$ cat config.mk
export PLATFORM = sky130hd
export DESIGN_NAME = breath_pwm
export DESIGN_NICKNAME = d
export VERILOG_FILES = /design/src/rtl/breath_pwm_pkg.sv /design/src/rtl/breath_pwm_pwm_channel.sv /design/src/rtl/breath_pwm.sv
export SDC_FILE = /design/constraint.sdc
export NUM_CORES = 1
export LEC_CHECK = 0
export CORE_MARGIN = 5
export CORE_UTILIZATION = 40
export CTS_CLUSTER_DIAMETER = 30
export CTS_CLUSTER_SIZE = 14
export DETAILED_ROUTE_END_ITERATION = 16
export GPL_ROUTABILITY_DRIVEN = 0
export PLACE_DENSITY = 0.55
export SLEW_MARGIN = 20
export SYNTH_ARGS = -nofsm -noshare
export SYNTH_HDL_FRONTEND = slang
export SYNTH_HIERARCHICAL = 1
export SYNTH_SLANG_ARGS = --single-unit
$ cat constraint.sdc
create_clock -name clk_i -period 8.2 [get_ports clk_i]
set_input_delay 1.23 -clock clk_i [delete_from_list [all_inputs] [get_ports clk_i]]
set_output_delay 1.23 -clock clk_i [all_outputs]
set_load 0.03 [all_outputs]
$ cat src/rtl/breath_pwm_pkg.sv
`default_nettype none
// ============================================================================
//  Module      : breath_pwm_pkg
//  Description : Colour codes, per-colour R/G/B levels, envelope state
//                encodings and scaling helpers. The colour sequencing FSM
//                and the breathing PWM stage both use this package.
//  Revision    : 1.0 - initial release
// ============================================================================
package breath_pwm_pkg;

    // Envelope states
    typedef enum logic [1:0] {
        ST_RISE      = 2'd0,
        ST_HIGH_HOLD = 2'd1,
        ST_FALL      = 2'd2,
        ST_LOW_HOLD  = 2'd3
    } state_t;

    // Colour codes produced by the colour FSM
    localparam logic [2:0] c_color_red    = 3'd0;
    localparam logic [2:0] c_color_orange = 3'd1;
    localparam logic [2:0] c_color_yellow = 3'd2;
    localparam logic [2:0] c_color_green  = 3'd3;
    localparam logic [2:0] c_color_blue   = 3'd4;
    localparam logic [2:0] c_color_purple = 3'd5;

    typedef struct packed {
        logic [7:0] r;
        logic [7:0] g;
        logic [7:0] b;
    } rgb_level_t;

    // Per-colour full-scale channel levels
    localparam rgb_level_t c_lvl_red    = '{r: 8'd255, g: 8'd0,   b: 8'd0};
    localparam rgb_level_t c_lvl_orange = '{r: 8'd255, g: 8'd64,  b: 8'd0};
    localparam rgb_level_t c_lvl_yellow = '{r: 8'd255, g: 8'd160, b: 8'd0};
    localparam rgb_level_t c_lvl_green  = '{r: 8'd0,   g: 8'd255, b: 8'd0};
    localparam rgb_level_t c_lvl_blue   = '{r: 8'd0,   g: 8'd0,   b: 8'd255};
    localparam rgb_level_t c_lvl_purple = '{r: 8'd128, g: 8'd0,   b: 8'd255};

    // Map a colour code to its channel levels; unused codes 6/7 fall back to red
    function automatic rgb_level_t color_levels(input logic [2:0] code);
        rgb_level_t lvl;
        case (code)
            c_color_orange: lvl = c_lvl_orange;
            c_color_yellow: lvl = c_lvl_yellow;
            c_color_green:  lvl = c_lvl_green;
            c_color_blue:   lvl = c_lvl_blue;
            c_color_purple: lvl = c_lvl_purple;
            default:        lvl = c_lvl_red;
        endcase
        return lvl;
    endfunction

    // Upper byte of the 16-bit product of two bytes: (a*b) >> 8
    function automatic logic [7:0] scale8(input logic [7:0] a, input logic [7:0] b);
        return 8'((16'(a) * 16'(b)) >> 8);
    endfunction

endpackage
`default_nettype wire

$ cat src/rtl/breath_pwm_pwm_channel.sv
`default_nettype none
// ============================================================================
//  Module      : pwm_channel
//  Description : One PWM output bit. Compares the shared free-running PWM
//                counter against this channel's duty and registers the
//                result; the output is held low while disabled.
//  Revision    : 1.0 - initial release
// ============================================================================
module pwm_channel (
    input  logic       clk_i,
    input  logic       rst_n_i,
    input  logic       en_i,
    input  logic [7:0] pwm_cnt_i,
    input  logic [7:0] duty_i,
    output logic       pwm_o
);

    logic r_pwm;

    // Registered compare: on while counter < duty, forced low when disabled
    always_ff @(posedge clk_i) begin
        if (!rst_n_i) begin
            r_pwm <= 1'b0;
        end else if (en_i) begin
            r_pwm <= (pwm_cnt_i < duty_i);
        end else begin
            r_pwm <= 1'b0;
        end
    end

    assign pwm_o = r_pwm;

endmodule
`default_nettype wire

$ cat src/rtl/breath_pwm.sv
`default_nettype none
// ============================================================================
//  Module      : breath_pwm
//  Description : Breathing RGB PWM driver. A prescaler produces brightness
//                steps; a four-state envelope FSM ramps brightness up, holds,
//                ramps down and holds again. The colour code is latched at
//                the start of each breath and breath_done_o pulses for one
//                cycle at that moment to advance the upstream colour FSM.
//                Optional build macro BREATH_GAMMA_EN selects a square-law
//                envelope (env = bright*bright >> 8) instead of linear.
//  Revision    : 1.0 - initial release
// ============================================================================
module breath_pwm
    import breath_pwm_pkg::*;
#(
    parameter int STEP_DIV   = 16384,
    parameter int HOLD_STEPS = 64
) (
    input  logic       clk_i,
    input  logic       rst_n_i,
    input  logic       en_i,
    input  logic [2:0] color_i,
    output logic [2:0] rgb_o,
    output logic       breath_done_o,
    output logic [7:0] bright_o
);

    localparam int PW = (STEP_DIV < 2) ? 1 : $clog2(STEP_DIV);
    localparam int HW = (HOLD_STEPS < 1) ? 1 : $clog2(HOLD_STEPS + 1);
    localparam logic [PW-1:0] c_presc_last = PW'(STEP_DIV - 1);
    localparam logic [HW-1:0] c_hold_last  = HW'(HOLD_STEPS);

    state_t        r_state;
    logic [PW-1:0] r_presc;
    logic [7:0]    r_bright;
    logic [HW-1:0] r_hold;
    logic [7:0]    r_pwm_cnt;
    logic [2:0]    r_color;
    logic          r_done;

    state_t        w_state_nxt;
    logic [7:0]    w_bright_nxt;
    logic [HW-1:0] w_hold_nxt;
    logic [2:0]    w_color_nxt;
    logic          w_done_nxt;
    logic          w_step_tick;

    logic [7:0]    w_env;
    rgb_level_t    w_lvl;
    logic [7:0]    w_duty [3];
    logic [2:0]    w_rgb;

    assign w_step_tick = en_i && (r_presc == c_presc_last);

    // Envelope next-state: all movement happens only on a step tick
    always_comb begin
        w_state_nxt  = r_state;
        w_bright_nxt = r_bright;
        w_hold_nxt   = r_hold;
        w_color_nxt  = r_color;
        w_done_nxt   = 1'b0;
        if (w_step_tick) begin
            case (r_state)
                ST_RISE: begin
                    if (r_bright == 8'd255) begin
                        w_state_nxt = ST_HIGH_HOLD;
                        w_hold_nxt  = '0;
                    end else begin
                        w_bright_nxt = r_bright + 8'd1;
                    end
                end
                ST_HIGH_HOLD: begin
                    if (r_hold == c_hold_last) begin
                        w_state_nxt = ST_FALL;
                    end else begin
                        w_hold_nxt = r_hold + HW'(1);
                    end
                end
                ST_FALL: begin
                    if (r_bright == 8'd0) begin
                        w_state_nxt = ST_LOW_HOLD;
                        w_hold_nxt  = '0;
                    end else begin
                        w_bright_nxt = r_bright - 8'd1;
                    end
                end
                ST_LOW_HOLD: begin
                    // End of breath: start the next one with a freshly latched hue
                    if (r_hold == c_hold_last) begin
                        w_state_nxt = ST_RISE;
                        w_color_nxt = color_i;
                        w_done_nxt  = 1'b1;
                    end else begin
                        w_hold_nxt = r_hold + HW'(1);
                    end
                end
                default: begin
                    w_state_nxt = ST_LOW_HOLD;
                    w_hold_nxt  = '0;
                end
            endcase
        end
    end

    // Prescaler, PWM counter and envelope registers; everything freezes when disabled
    always_ff @(posedge clk_i) begin
        if (!rst_n_i) begin
            r_state   <= ST_LOW_HOLD;
            r_presc   <= '0;
            r_bright  <= 8'd0;
            r_hold    <= '0;
            r_pwm_cnt <= 8'd0;
            r_color   <= c_color_red;
            r_done    <= 1'b0;
        end else begin
            if (en_i) begin
                r_presc   <= w_step_tick ? '0 : r_presc + PW'(1);
                r_pwm_cnt <= r_pwm_cnt + 8'd1;
                r_state   <= w_state_nxt;
                r_bright  <= w_bright_nxt;
                r_hold    <= w_hold_nxt;
                r_color   <= w_color_nxt;
            end
            r_done <= w_done_nxt;
        end
    end

`ifdef BREATH_GAMMA_EN
    assign w_env = scale8(r_bright, r_bright);
`else
    assign w_env = r_bright;
`endif

    assign w_lvl     = color_levels(r_color);
    assign w_duty[2] = scale8(w_lvl.r, w_env);
    assign w_duty[1] = scale8(w_lvl.g, w_env);
    assign w_duty[0] = scale8(w_lvl.b, w_env);

    generate
        for (genvar gi = 0; gi < 3; gi++) begin : g_chan
            pwm_channel u_chan (
                .clk_i     (clk_i),
                .rst_n_i   (rst_n_i),
                .en_i      (en_i),
                .pwm_cnt_i (r_pwm_cnt),
                .duty_i    (w_duty[gi]),
                .pwm_o     (w_rgb[gi])
            );
        end
    endgenerate

    assign rgb_o         = w_rgb;
    assign breath_done_o = r_done;
    assign bright_o      = r_bright;

endmodule
`default_nettype wire

==> results by group, run 1 <==
Final layout
  – Diode count: 0
  – Final non-filler cell area: 8050 sq um
  – Layout Cells excl Fill: 1119
  – Final #Nets: 1106
  – Fraction of layout cells with a size suffix above 1: 2.60%
  – Area grow syn2layout: 7.77%

Clock tree
  – Postcts setup bufs: 0
  – Max Root-Sink Buffers: 2
  – CTS Root Cell: clkbuf_16
  – Post-CTS Hold Buffers: 0
  – CTS tree: yes
  – Worst skew pair latency: 290 ps
  – H-tree depth: 2
  – Num CTS Buffers: 5
  – # resized after CTS: 0
  – CTS sink count: 46
  – Clock transition at the registers of the reported paths: 60 ps

STA
  – Worst hold margin: 486 ps
  – Final Hold Viols: 0
  – Final-report max-slew violation count: 0
  – Final period util: 79.0%
  – Fmax: 154 MHz
  – Fin Clk Skew: 5.79 ps
  – Worst slew margin: 32.7%
  – Setup-failing EPs final: 0
  – Final min period: 6480 ps
  – Setup TNS: 0 ps
  – Slew at the pin with the worst max-slew slack: 1010 ps
  – Unrepaired setup endpoints after global routing: no

Yosys
  – EDFF count, synth: 0
  – Post-Syn Area per Cell: 8.55 sq um
  – Yosys reg bits: 46
  – Async S/R FF share, synth: 0%
  – Post-Syn Instances: 874
  – Top post-synthesis cells by count: 194 x inv_1, 139 x ha_1, 77 x fa_1, 62 x nor2_1, 49 x nand2_1
  – Synth top area cells: ha_1 23%, fa_1 21%, dfxtp_1 12%
  – Post-Syn Area: 7470 sq um
  – Top FF cell, synth: dfxtp_1
  – Most common cell in the synthesized netlist: inv_1
  – Yosys warning count: 6
  – Sequential element share of the synthesized area: 12.3%
  – Post-synthesis cell type count: 55
  – Cell taking the most area after synthesis: ha_1
  – Syn_nets: 1096
  – Share of the synthesized area in the top cell type: 23.3%

Setup path
  – Worst EP required: 8380 ps
  – CP Data Arrival Time: 6660 ps
  – Top delay family on crit path: adder cells
  – CP Class: reg -> reg
  – CP peak stage delay: 790 ps
  – Setup crit start kind: flip-flop
  – Worst path bufs/invs: 4
  – Crit path cell chain: nor2b_1, and2_1, nand2_1, fa_1, fa_1, inv_1, fa_1, inv_1, fa_1, inv_1, ha_1, a21oi_1, a21oi_1, a2111oi_1, a21oi_1, a21oi_1, xnor2_1, inv_1, ha_1, o21ai_0, o2111ai_1, a21oi_1
  – Crit-path slowest cell: a2111oi_1
  – Crit path capture type: flip-flop
  – Critical path's most frequent cell: a21oi_1
  – Worst Path Max Fanout: 12

Pwr
  – P_leak: 4.29 nW
  – Worst IR Drop VDD: 0.110 mV
  – Power per cell area: 60.2 nW/um^2
  – Tot Pwr: 0.000485 W

Run
  – Max_cap viols: 0

GRT
  – Vias in the first global route: 5292
  – First-pass GRT wire length: 25.0 mm
  – Largest net degree at the start of global routing: 30
  – Global route total overflow: 0
  – All-Layer GR Usage: 14.0%
  – Initial antenna violation count: 0

Detailed routing
  – Residual DRC: 0
  – Initial DRC count: 131
  – Via count: 5426
  – Drt pass-1 iters: 4
  – Vias per inst: 4.85
  – DRT antenna net count: 0
  – Wire length per cell: 13.1 um
  – Routed WL: 14.6 mm

Floorplanning
  – I/O pin cnt: 18
  – Core area: 18600 sq um
  – Die area: 21500 sq um
  – # rows: 50
  – Die Ht: 147 um
  – Starting density of the core: 40.2%
  – Die X: 147 um

Status
  – Run status: finished clean

Placed design
  – Port buffer count: 17
  – Placed insts: 1111
  – Dpl hpwl: 12.2 mm
  – Area after DPL: 7880 sq um

Min path
  – Worst hold path class: reg -> reg
state kept, by name, indices dropped and copies added (netlist names):
name / flops
breath_done_o: 1
bright_o: 8
g_chan.u_chan/pwm_o: 3
r_color: 3
r_hold: 7
r_presc: 14
r_pwm_cnt: 8
r_state: 2
kinds of logic (layout without fill, tap and decap cells):
group / after synthesis / count (layout) / share of synthesized area (%)
AOI/OAI and AO/OA: 102 / 102 / 8.96
xor gates and xnor gates: 45 / 45 / 5.27
DFF: 46 / 46 / 12.3
buffers and inverters: 210 / 221 / 10.7
and+or+nand+nor: 241 / 241 / 17.0
muxes: 14 / 14 / 1.91
adders and majority gates: 216 / 216 / 43.9
final timing paths:
path | startpoint | end | slack, ps | depth (start not counted)
max | r_color[0]$_SDFFE_PN0P_ | g_chan[1].u_chan/pwm_o$_SDFF_PN0_ | 1720 | 22
min | r_hold[5]$_SDFFE_PN0P_ | r_hold[5]$_SDFFE_PN0P_ | 490 | 2
max reg2reg | r_color[0]$_SDFFE_PN0P_ | g_chan[1].u_chan/pwm_o$_SDFF_PN0_ | 1720 | 22
min reg2reg | r_hold[5]$_SDFFE_PN0P_ | r_hold[5]$_SDFFE_PN0P_ | 490 | 2
worst reg2reg max path, cell delays in order (launching register included):
cell       delay [ps]
dfxtp_1           400
nor2b_1           540
and2_1            320
nand2_1           130
fa_1              600
fa_1              540
inv_1              60
fa_1              520
inv_1              50
fa_1              530
inv_1              40
ha_1              350
a21oi_1           180
a21oi_1           100
a2111oi_1         790
a21oi_1           200
a21oi_1           220
xnor2_1           140
inv_1              60
ha_1              280
o21ai_0            80
o2111ai_1         170
a21oi_1            50
layer usage:
| layer | part of all wire (%) | vias to the layer above | GRT usage (%) | wire (um) |
|---|---|---|---|---|
| met5 | 0 | - | 0 | 0 |
| met4 | 1.0 | 0 | 2.87 | 153 |
| met3 | 2.1 | 7 | 1.80 | 308 |
| met2 | 44 | 32 | 22.3 | 6450 |
| met1 | 53 | 2533 | 20.4 | 7730 |
| li1 | - | 2854 | - | - |
final cells by class:
cell class                      count  area, sq um
Timing Repair Buffer               19          185
Inverter                          194          728
Multi-Input combinational cell    618         5760
Sequential cell                    46          921
Clock buffer                        5          125
Clock inverter                      3         45.0
Fill cell                        1878        10500
Tap cell                          234          293
cells in the final DEF (no fill, tap or decap), types with 5 or more instances in the layout:
cell and count:
inv_1 194, nor3_1 10, nor2b_1 14, nand3_1 14
ha_1 139, clkdlybuf4s50_1 17, a21oi_1 32, nor2_1 62
nand2b_1 10, nand4_1 17, xor2_1 22, o2111ai_1 6
mux2i_1 12, o21ai_0 28, and2_1 27, and3_1 9
a211oi_1 7, fa_1 77, clkbuf_16 5, dfxtp_1 46
or3_1 7, xnor2_1 23, nand2_1 49
per-stage QoR:
step	utilization, %	setup slack [ps]
2_1_floorplan	-	2350
3_3_place_gp	42.4	1640
3_5_place_dp	42.4	1470
4_1_cts	43.3	1440
5_1_grt	43.3	1330
6_report	43.3	1720
report_power, final:
group	internal (W)	switching [W]
Combinational	0.00000843	0.0000109
Sequential	0.000226	0.00000428
Clock	0.000144	0.0000913
Total	0.000378	0.000107
Note: power is estimated with default switching activity, not from simulation.
==> run 2: changes to the inputs <==
--- a/config.mk
+++ b/config.mk
@@ -11,7 +11,7 @@
 export CTS_CLUSTER_SIZE = 14
 export DETAILED_ROUTE_END_ITERATION = 16
 export GPL_ROUTABILITY_DRIVEN = 0
-export PLACE_DENSITY = 0.55
+export PLACE_DENSITY = 0.57
 export SLEW_MARGIN = 20
 export SYNTH_ARGS = -nofsm -noshare
 export SYNTH_HDL_FRONTEND = slang
==> constraint.sdc (replaced) <==
create_clock -name clk_i -period 5.69 [get_ports clk_i]
set_input_delay 0.8535 -clock clk_i [delete_from_list [all_inputs] [get_ports clk_i]]
set_output_delay 0.8535 -clock clk_i [all_outputs]
set_load 0.03 [all_outputs]
==> results by group, run 2 (synthesis results as in run 1) <==
GRT
  – Initial antenna violation count: 0 (unchanged)
  – Largest net degree at the start of global routing: 30 (unchanged)
  – Global route total overflow: 0 (unchanged)
  – First-pass GRT wire length: 27.9 mm (was 25.0 mm)
  – Vias in the first global route: 5880 (was 5292)
  – All-Layer GR Usage: 15.6% (was 14.0%)

Setup path
  – Setup crit start kind: flip-flop (unchanged)
  – Top delay family on crit path: adder cells (unchanged)
  – CP Class: reg -> reg (unchanged)
  – Crit path capture type: flip-flop (unchanged)
  – Worst EP required: 5920 ps (was 8380 ps)
  – Worst Path Max Fanout: 8 (was 12)
  – Crit path cell chain: ha_4, and2_1, inv_1, fa_1, buf_4, fa_1, fa_1, inv_1, fa_1, ha_1, or3_1, o2111ai_1, nand2_1, a21oi_1, xnor2_1, inv_1, ha_1, a211oi_2, o2111ai_1, a21oi_2 (was nor2b_1, and2_1, nand2_1, fa_1, fa_1, inv_1, fa_1, inv_1, fa_1, inv_1, ha_1, a21oi_1, a21oi_1, a2111oi_1, a21oi_1, a21oi_1, xnor2_1, inv_1, ha_1, o21ai_0, o2111ai_1, a21oi_1)
  – CP Data Arrival Time: 5600 ps (was 6660 ps)
  – CP peak stage delay: 550 ps (was 790 ps)
  – Critical path's most frequent cell: fa_1 (was a21oi_1)
  – Crit-path slowest cell: fa_1 (was a2111oi_1)
  – Worst path bufs/invs: 4 (unchanged)

Clock tree
  – CTS sink count: 46 (unchanged)
  – H-tree depth: 2 (unchanged)
  – CTS Root Cell: clkbuf_16 (unchanged)
  – CTS tree: yes (unchanged)
  – Max Root-Sink Buffers: 2 (unchanged)
  – Clock transition at the registers of the reported paths: 70 ps (was 60 ps)
  – Num CTS Buffers: 5 (unchanged)
  – Worst skew pair latency: 300 ps (was 290 ps)

Final layout
  – Fraction of layout cells with a size suffix above 1: 10.0% (was 2.60%)
  – Biggest register: r_presc (unchanged)
  – Max FFs per register: 14 (unchanged)
  – Area grow syn2layout: 13.5% (was 7.77%)
  – Fillers: 1807 (was 1878)
  – Layout Cells excl Fill: 1164 (was 1119)
  – Most frequent cells in the layout: 192 x inv_1, 136 x ha_1, 76 x fa_1 (was 194 x inv_1, 139 x ha_1, 77 x fa_1)
  – Diode count: 0 (unchanged)
  – Final #Nets: 1151 (was 1106)
  – Commonest non-fill, non-tap cell in the layout: inv_1 (unchanged)

Floorplanning
  – I/O pin cnt: 18 (unchanged)
  – # rows: 50 (unchanged)
  – Starting density of the core: 40.2% (unchanged)
  – Core area: 18600 sq um (unchanged)
  – Die Ht: 147 um (unchanged)
  – Die area: 21500 sq um (unchanged)
  – Die X: 147 um (unchanged)

Pwr
  – P_leak: 4.53 nW (was 4.29 nW)
  – Tot Pwr: 0.000665 W (was 0.000485 W)
  – Worst IR Drop VDD: 0.117 mV (was 0.110 mV)
  – Power per cell area: 78.4 nW/um^2 (was 60.2 nW/um^2)

STA
  – Final period util: 94.4% (was 79.0%)
  – Slew at the pin with the worst max-slew slack: 1060 ps (was 1010 ps)
  – Setup-failing EPs final: 0 (unchanged)
  – Worst slew margin: 29.2% (was 32.7%)
  – Fmax: 186 MHz (was 154 MHz)
  – Unrepaired setup endpoints after global routing: yes (was no)
  – Fin Clk Skew: 7.92 ps (was 5.79 ps)
  – Final min period: 5370 ps (was 6480 ps)
  – Final-report max-slew violation count: 0 (unchanged)
  – Final Hold Viols: 0 (unchanged)

Run
  – Max_cap viols: 0 (unchanged)

Detailed routing
  – Via count: 5624 (was 5426)
  – Wire length per cell: 13.6 um (was 13.1 um)
  – DRT antenna net count: 0 (unchanged)
  – Initial DRC count: 178 (was 131)
  – Vias per inst: 4.83 (was 4.85)
  – Routed WL: 15.8 mm (was 14.6 mm)
  – Residual DRC: 0 (unchanged)
  – Drt pass-1 iters: 4 (unchanged)

Status
  – Run status: finished clean (unchanged)

Placed design
  – Port buffer count: 17 (unchanged)
  – Dpl hpwl: 13.3 mm (was 12.2 mm)
  – Placed insts: 1155 (was 1111)

Min path
  – Worst hold path class: reg -> reg (unchanged)
-- run 2: what timing repair did --
action / 4_1_cts / 5_1_grt
buffers inserted: 0 / 1
resized for setup: 1 / 32
hold buffers: 0 / 0
endpoints found under the setup margin: 1 / 3
hold endpoints to repair: 0 / 0
pin swaps: 0 / 7
-- run 2: where the power goes --
group | internal, W | switching, W | leakage [nW]
logic | 0.0000127 | 0.0000171 | 4.09
registers | 0.000325 | 0.00000586 | 0.374
clock network | 0.000163 | 0.000142 | 0.0698
-- run 2: worst min-delay path: stages, from the launching register on --
cell and delay, ps:
dfxtp_1 320, o21ai_0 70, a21oi_1 60
-- run 2: worst paths after layout --
| kind | startpoint | end | slack (ps) | depth (start not counted) |
|---|---|---|---|---|
| setup reg to reg | r_color[2]$_SDFFE_PN0P_ | g_chan[0].u_chan/pwm_o$_SDFF_PN0_ | 320 | 20 |
| setup / recovery | r_color[2]$_SDFFE_PN0P_ | g_chan[0].u_chan/pwm_o$_SDFF_PN0_ | 320 | 20 |
| hold reg to reg | r_presc[7]$_SDFFE_PN0P_ | r_presc[7]$_SDFFE_PN0P_ | 490 | 2 |
| hold / removal | r_presc[7]$_SDFFE_PN0P_ | r_presc[7]$_SDFFE_PN0P_ | 490 | 2 |
-- run 2: layer usage --
layer	part of all wire (%)	vias to the layer above	wire length, um	GRT usage, %
li1	-	2944	-	-
met1	50	2601	7880	21.8
met2	45	61	7130	25.3
met3	3.1	18	487	2.33
met4	1.7	0	276	4.28
met5	0	-	0	0
-- run 2: area by class of cell --
class                           count  area (sq um)  area share [%]
Multi-Input combinational cell    618          5870            69.1
Sequential cell                    46           930            11.0
Inverter                          194           728            8.58
Timing Repair Buffer               64           523            6.16
Tap cell                          234           293            3.45
Clock buffer                        5           125            1.47
Clock inverter                      3          21.3           0.251
-- run 2: metrics by stage --
stage	hold slack, ps	area (sq um)	setup TNS, ps	worst slack [ps]	utilization (%)
CTS	489	8380	0	34.2	45.1
global placement	473	8230	0	95.6	44.3
floorplan	449	7490	-45.0	-45.0	-
global route	519	8490	-26.2	-26.2	45.7
finish	489	8490	0	318	45.7
detailed placement	479	8230	-5.90	-5.90	44.3
==> run 3: changes to the inputs <==
--- a/config.mk
+++ b/config.mk
@@ -10,7 +10,6 @@
 export CTS_CLUSTER_DIAMETER = 30
 export CTS_CLUSTER_SIZE = 14
 export DETAILED_ROUTE_END_ITERATION = 16
-export GPL_ROUTABILITY_DRIVEN = 0
 export PLACE_DENSITY = 0.57
 export SLEW_MARGIN = 20
 export SYNTH_ARGS = -nofsm -noshare
==> results of run 3 <==
No change in the layout: final DEF, timing and power equal those of run 2.
